`config.mk`:
```
export PLATFORM = sky130hd
export DESIGN_NAME = escalonador_tiros
export DESIGN_NICKNAME = d
export VERILOG_FILES = /design/src/rtl/escalonador_tiros.sv
export SDC_FILE = /design/constraint.sdc
export NUM_CORES = 1
export LEC_CHECK = 0
export CAP_MARGIN = 20
export CORE_MARGIN = 2
export CORE_UTILIZATION = 40
export DETAILED_ROUTE_END_ITERATION = 7
export DONT_BUFFER_PORTS = 1
export PLACE_DENSITY_LB_ADDON = 0.25
export RECOVER_POWER = 50
export SYNTH_ARGS = -nofsm -noshare
export SYNTH_HDL_FRONTEND = slang
export SYNTH_SLANG_ARGS = --single-unit
```
`constraint.sdc`:
```
create_clock -name clk -period 4.45 [get_ports clk]
set_input_delay 0.2225 -clock clk [delete_from_list [all_inputs] [get_ports clk]]
set_output_delay 0.2225 -clock clk [all_outputs]
set_load 0.05 [all_outputs]
```
`src/rtl/escalonador_tiros.sv`:
```
// Every PERIODO cycles, pick a live enemy (nearest row first) and launch it into the lowest free shot slot; pulse 3 + cells scanned cycles after leaving ESPERA.
// No backpressure: with no free slot the attempt is dropped and counted. ESCALONADOR_RR_EN selects a round-robin start column instead of the LFSR.
module escalonador_tiros #(
    parameter int LINHAS  = 5,
    parameter int COLUNAS = 8,
    parameter int N_TIROS = 4,
    parameter int PERIODO = 1000000
) (
    input  logic                        clk,
    input  logic                        reset,
    input  logic [LINHAS*COLUNAS-1:0]   enemy_vivos,
    input  logic [1:0]                  estado_jogo,
    input  logic [N_TIROS-1:0]          tiro_livre,
    output logic [N_TIROS-1:0]          disparo,
    output logic [5:0]                  tiro_X,
    output logic [5:0]                  tiro_Y,
    output logic                        ocupado,
    output logic [15:0]                 descartes
);

    localparam int CW = $clog2(PERIODO);
    localparam int NC = LINHAS * COLUNAS;

    typedef enum logic [2:0] {ESPERA, SORTEIA, BUSCA, ALOCA, DISPARA} estado_t;

    estado_t          estado, prox;
    logic [CW-1:0]    contador;
    logic [15:0]      lfsr;
    logic [5:0]       coluna, linha, coluna_ini, coluna_seg;
    logic [6:0]       tentativas;
    logic [2:0]       slot, slot_livre;
    logic             algum_livre, celula_viva, rodando, fim_periodo;
    logic [11:0]      celula_idx;
    logic [NC-1:0]    vivos_desl;

    always_comb begin
        rodando     = (estado_jogo == 2'd1);
        fim_periodo = (contador == CW'(PERIODO - 1));
        celula_idx  = 12'(linha) * 12'(COLUNAS) + 12'(coluna);
        vivos_desl  = enemy_vivos >> celula_idx;
        celula_viva = vivos_desl[0];
        coluna_seg  = (coluna == 6'(COLUNAS - 1)) ? 6'd0 : coluna + 6'd1;
        slot_livre  = '0;
        algum_livre = 1'b0;
        // Descending scan so the lowest free index wins.
        for (int s = N_TIROS - 1; s >= 0; s--) begin
            if (tiro_livre[s]) begin
                slot_livre  = 3'(s);
                algum_livre = 1'b1;
            end
        end
    end

`ifdef ESCALONADOR_RR_EN
    logic [5:0] rr_ptr;

    always_ff @(posedge clk or negedge reset) begin
        if (!reset)
            rr_ptr <= '0;
        else if (estado == DISPARA)
            rr_ptr <= (rr_ptr == 6'(COLUNAS - 1)) ? 6'd0 : rr_ptr + 6'd1;
    end

    assign coluna_ini = rr_ptr;
`else
    assign coluna_ini = 6'(lfsr % 16'(COLUNAS));
`endif

    // Fibonacci LFSR, taps 16/14/13/11 in right-shift form; free-running regardless of game state.
    always_ff @(posedge clk or negedge reset) begin
        if (!reset)
            lfsr <= 16'hACE1;
        else
            lfsr <= {lfsr[0] ^ lfsr[2] ^ lfsr[3] ^ lfsr[5], lfsr[15:1]};
    end

    always_ff @(posedge clk or negedge reset) begin
        if (!reset)
            estado <= ESPERA;
        else
            estado <= prox;
    end

    always_comb begin
        prox    = estado;
        ocupado = (estado != ESPERA);
        disparo = '0;
        case (estado)
            ESPERA:  if (fim_periodo) prox = SORTEIA;
            SORTEIA: prox = BUSCA;
            BUSCA: begin
                if (celula_viva)
                    prox = ALOCA;
                else if (linha == 6'd0 && tentativas == 7'(COLUNAS - 1))
                    prox = ESPERA;
            end
            ALOCA:   prox = algum_livre ? DISPARA : ESPERA;
            DISPARA: begin
                prox = ESPERA;
                for (int s = 0; s < N_TIROS; s++)
                    disparo[s] = (slot == 3'(s));
            end
            default: prox = ESPERA;
        endcase
        if (!rodando)
            prox = ESPERA;
    end

    always_ff @(posedge clk or negedge reset) begin
        if (!reset) begin
            contador   <= '0;
            coluna     <= '0;
            linha      <= '0;
            tentativas <= '0;
            slot       <= '0;
            tiro_X     <= '0;
            tiro_Y     <= '0;
            descartes  <= '0;
        end else if (!rodando) begin
            contador <= '0;
        end else begin
            case (estado)
                ESPERA:  contador <= fim_periodo ? '0 : contador + 1'b1;
                SORTEIA: begin
                    coluna     <= coluna_ini;
                    linha      <= 6'(LINHAS - 1);
                    tentativas <= '0;
                end
                BUSCA: begin
                    // A live cell leaves coluna/linha untouched, which latches the shooter.
                    if (!celula_viva) begin
                        if (linha == 6'd0) begin
                            coluna     <= coluna_seg;
                            linha      <= 6'(LINHAS - 1);
                            tentativas <= tentativas + 7'd1;
                        end else begin
                            linha <= linha - 6'd1;
                        end
                    end
                end
                ALOCA: begin
                    if (algum_livre) begin
                        slot   <= slot_livre;
                        tiro_X <= coluna;
                        tiro_Y <= linha;
                    end else if (descartes != 16'hFFFF) begin
                        descartes <= descartes + 16'd1;
                    end
                end
                default: ;
            endcase
        end
    end

endmodule

```
# == Word-level counts from Yosys, hierarchy flattened ==
# Index checks and enable logic that the tools add are counted.
# op_classes
n_addsub,6
eq_ne,17
shifts,1
muxes,28
n_bitwise,4
reduce_logical,11
# op_table
op,n
2-to-1 mux 20 bit,3
>> shifter 40 x 10 -> 1 bit,1
2-to-1 mux 6 bit,5
case mux 6 bit (2 select lines),2
"adder 20 x 1 -> 20 bit, second input constant",1
"equality test 20 bit, second input constant",1
2-to-1 mux 3 bit,6
"adder 16 x 1 -> 16 bit, second input constant",1
"!= test 16 bit, second input constant",1
2-to-1 mux 7 bit,2
case mux 7 bit (2 select lines),1
"equality test 3 x 2 -> 1 bit, second input constant",4
case mux 3 bit (4 select lines),1
adder 9 x 6 -> 10 bit,1
AND reduction 4 bit,2
"adder 7 x 1 -> 7 bit, second input constant",1
"equality test 7 x 3 -> 1 bit, second input constant",1
"adder 6 x 1 -> 6 bit, second input constant",1
"equality test 3 x 1 -> 1 bit, second input constant",2
"equality test 6 x 3 -> 1 bit, second input constant",1
logical NOT 3 bit,2
logical NOT 6 bit,1
2-to-1 mux 2 bit,3
AND reduction 3 bit,2
other kinds (15),21
# word_totals
reg_bits,89
out_inout_bits,33

# == Depth between registers and ports, before layout ==
# depth
word_depth,7
depth_mapped,11
depth_no_buf,9

# == Least setup slack after synthesis ==
# Ideal clock, no wire load.
# synth_timing
kind,register -> register
from,reg coluna[3]
to,reg linha[2]
setup_time_ns,0.136
arrival_ns,2.711
t_required_ns,4.314
setup_slack_ns,1.603
path_stages_with_launch,9
path_cell_list,dfrtp_1 -> ha_1 -> fa_1 -> or4_1 -> a31o_4 -> a21oi_2 -> buf_2 -> nor3_1 -> or3b_2
# synth_between
elab_chain_len,4
# synth_lines
element,line,rtl
from (decl),29,"logic [5:0] coluna, linha, coluna_ini, coluna_seg;"
from (signal assigned),125,coluna <= coluna_ini;
from (signal assigned),133,coluna <= coluna_seg;
adder 9 x 6 -> 10 bit,39,celula_idx = 12'(linha) * 12'(COLUNAS) + 12'(coluna);
>> shifter 40 x 10 -> 1 bit,40,vivos_desl = enemy_vivos >> celula_idx;
!= test 2 bit (no source line),n/a,
AND reduction 3 bit (no source line),n/a,
to (signal assigned),126,linha <= 6'(LINHAS - 1);
to (signal assigned),134,linha <= 6'(LINHAS - 1);
to (signal assigned),137,linha <= linha - 6'd1;
to (decl),29,
# No other way between the ends.
# A chain may end at the register's enable or synchronous reset.

# == Worst setup path in the final report ==
# Ends and elaborated chain as after synthesis.

==> reports/results.txt <==
Final Slew Violations -> 89
Syn Nets -> 494
share of cells above drive strength 1 -> 12.24%
Setup violations, final -> 0
Syn Std Cell Area -> 0.004553 sq mm
CP Data Arrival Time -> 3.30 ns
GR Overflow Total -> 0
first-pass GRT wire length -> 16180 microns
root buffer cell -> clkbuf_16
number of synthesized flops with an enable pin -> 0
top-area cell type share of the netlist area -> 43.97%
via-per-instance ratio -> 5.659
Async SR Flop Fraction -> 100.0%
RSZ-0062 raised after global routing -> false
# DRC -> 0
Post-Layout Cell Count -> 581
Worst setup EP type -> flip-flop
outcome -> finished, violations left
setup TNS -> 0 ns
H-tree depth -> 3
# nets final -> 494
placed instance area -> 0.004672 sq mm
GP Congestion -> 0.8620
routed length per instance -> 16.48 microns
met3 usage -> 4.374%
HP Class -> input pin to flip-flop
total number of vias -> 3288
IO buf count -> 0
Mean Syn Cell Area -> 10.44 sq um
Setup Fix Bufs, Post-CTS -> 0
Clock Latency Late Sink -> 0.33 ns
CP max FO -> 11
WL final -> 9573 microns
filler cell count -> 1018
Worst Max-Slew Pin Slew -> 2.105 ns
# IOs -> 81
sequential area share after synthesis -> 48.58%
final worst path period share -> 69.56%
hpwl dp -> 6637 microns
critical path type -> flip-flop to flip-flop
CTS Buf Count -> 9
most frequent cell after synthesis -> dfrtp_1
fin crit period -> 3.096 ns
CP required -> 4.66 ns
clock-pin slew on the worst setup and hold paths -> 0.07 ns
PD cells -> 374.2 mW/mm^2
Leak -> 2.114 nW
Power Total -> 1.868 mW
initial core utilization -> 41.46%
library cells used by synthesis -> 55
vias in the first global route -> 3179
largest net degree at the start of global routing -> 89
Die X -> 110.7 microns
met1 Use GR -> 21.69%
drt first pass iters -> 4
Critical Path Start Type -> flip-flop
Fmax -> 323.0 MHz
# diodes -> 0
initial antenna violation count -> 0
chip height -> 110.7 microns
drt first-iter violations -> 223
Routed Antenna Nets -> 0
Inst Count DP -> 561
met2 usage -> 24.29%
Ys Warns -> 0
Synth top cells by count -> dfrtp_1, o21ai_0, nor2_1
post-cts sizing count -> 0
Total GRT Usage -> 15.94%
# hold bufs at CTS -> 2
Final Hold Fails -> 0
CTS Buffer Depth -> 2
Final Instance Area -> 0.004992 sq mm
Std-Cell Rows -> 38
Max Cap Violations -> 1
failing checks -> max-capacitance violations, max-slew violations
Post-Syn Instances -> 436
TritonCTS clock tree -> yes
core box area -> 0.01098 sq mm
Area Overhead vs Synth -> 9.646%
Max IR drop VDD -> 0.2320 mV
clock skew -> 0.006867 ns
die area -> 0.01225 sq mm
cell taking the most area after synthesis -> dfrtp_1
busiest grt layer -> met2
Rel. slew slack -> -40.32%
#FFs+latches synth -> 88
top_reg_cell synth -> dfrtp_1
cells taking the most area after synthesis -> dfrtp_1, o21ai_0, dfstp_2, mux2_2, mux4_1
number of clock sinks -> 88
-- logic make-up after synthesis --
group	count (synthesis)	synth area share [%]
XOR/XNOR	19	3.655
adder cells (fa/ha/maj)	10	2.913
flip-flops	88	48.58
buffers and inverters	24	2.556
AO/OA/AOI/OAI	93	13.55
AND/OR/NAND/NOR	173	19.26
multiplexers	29	9.481
-- registers in the layout, summed over array words and instances, names as in the netlist --
register    cells
coluna          6
contador       20
descartes      16
estado          3
lfsr           16
linha           6
slot            2
tentativas      7
tiro_X          6
tiro_Y          6
-- power by group --
| part | switching, mW | total [mW] | internal [mW] |
|---|---|---|---|
| clock network | 0.329 | 0.718 | 0.389 |
| registers | 0.0760 | 0.908 | 0.833 |
| logic | 0.137 | 0.242 | 0.105 |
-- worst paths after layout --
check,slack (ns),cells past startpoint,startpoint,to
hold reg to reg,0.35,0,lfsr[8],lfsr[7]
setup / recovery,1.35,7,coluna[3],linha[2]
min in group asynchronous,1.05,2,reset,lfsr[14]
hold / removal,0.07,2,tiro_livre[1],slot[1]
max in group asynchronous,2.18,2,reset,estado[2]
setup reg to reg,1.35,7,coluna[3],linha[2]
-- metal layers --
metal	vias to the layer above	routed length, microns
met5	-	0
met3	9	549
met2	70	4512
li1	1595	-
met1	1614	4381
met4	0	130
-- final cells by class --
type / count / area [sq um] / share of cell area (%)
Multi-Input combinational cell: 324 / 2247 / 45.01
Sequential cell: 88 / 2212 / 44.31
Clock buffer: 9 / 225.2 / 4.511
Tap cell: 140 / 175.2 / 3.509
Clock inverter: 7 / 61.31 / 1.228
Timing Repair Buffer: 5 / 41.29 / 0.8271
Inverter: 8 / 30.03 / 0.6015
-- through the flow --
step | utilization, % | hold slack [ns] | setup WS [ns]
2_1_floorplan | - | -0.07309 | 1.603
3_3_place_gp | 42.54 | -0.07014 | 1.443
3_5_place_dp | 42.54 | -0.07024 | 1.338
4_1_cts | 45.49 | 0.04948 | 1.352
5_1_grt | 45.45 | 0.06100 | 1.164
6_report | 45.45 | 0.07422 | 1.354
-- worst max-delay path: stages (launching register included) --
cell	delay (ns)
dfrtp_1	0.44
ha_1	0.26
fa_1	0.54
or4_1	0.55
a31o_4	0.28
a21oi_2	0.38
nor3_1	0.09
or3b_2	0.44
-- placed cells by master, fill, tap and decap left out, types with 3 or more instances in the layout --
master,count
a21oi_1,7
a31oi_1,5
and2_1,4
and3_1,13
clkbuf_16,9
dfrtp_1,80
dfstp_2,7
ha_1,9
inv_1,8
inv_6,3
mux2_2,15
mux2i_1,6
mux4_1,6
nand2_1,37
nand2b_1,12
nand3_1,25
nand4_1,7
nor2_1,40
nor2b_1,9
nor3_1,5
nor4_1,7
o21ai_0,43
o31ai_1,12
o41ai_1,7
xnor2_1,15
xor2_1,4
(Power assumes the default switching activity.)
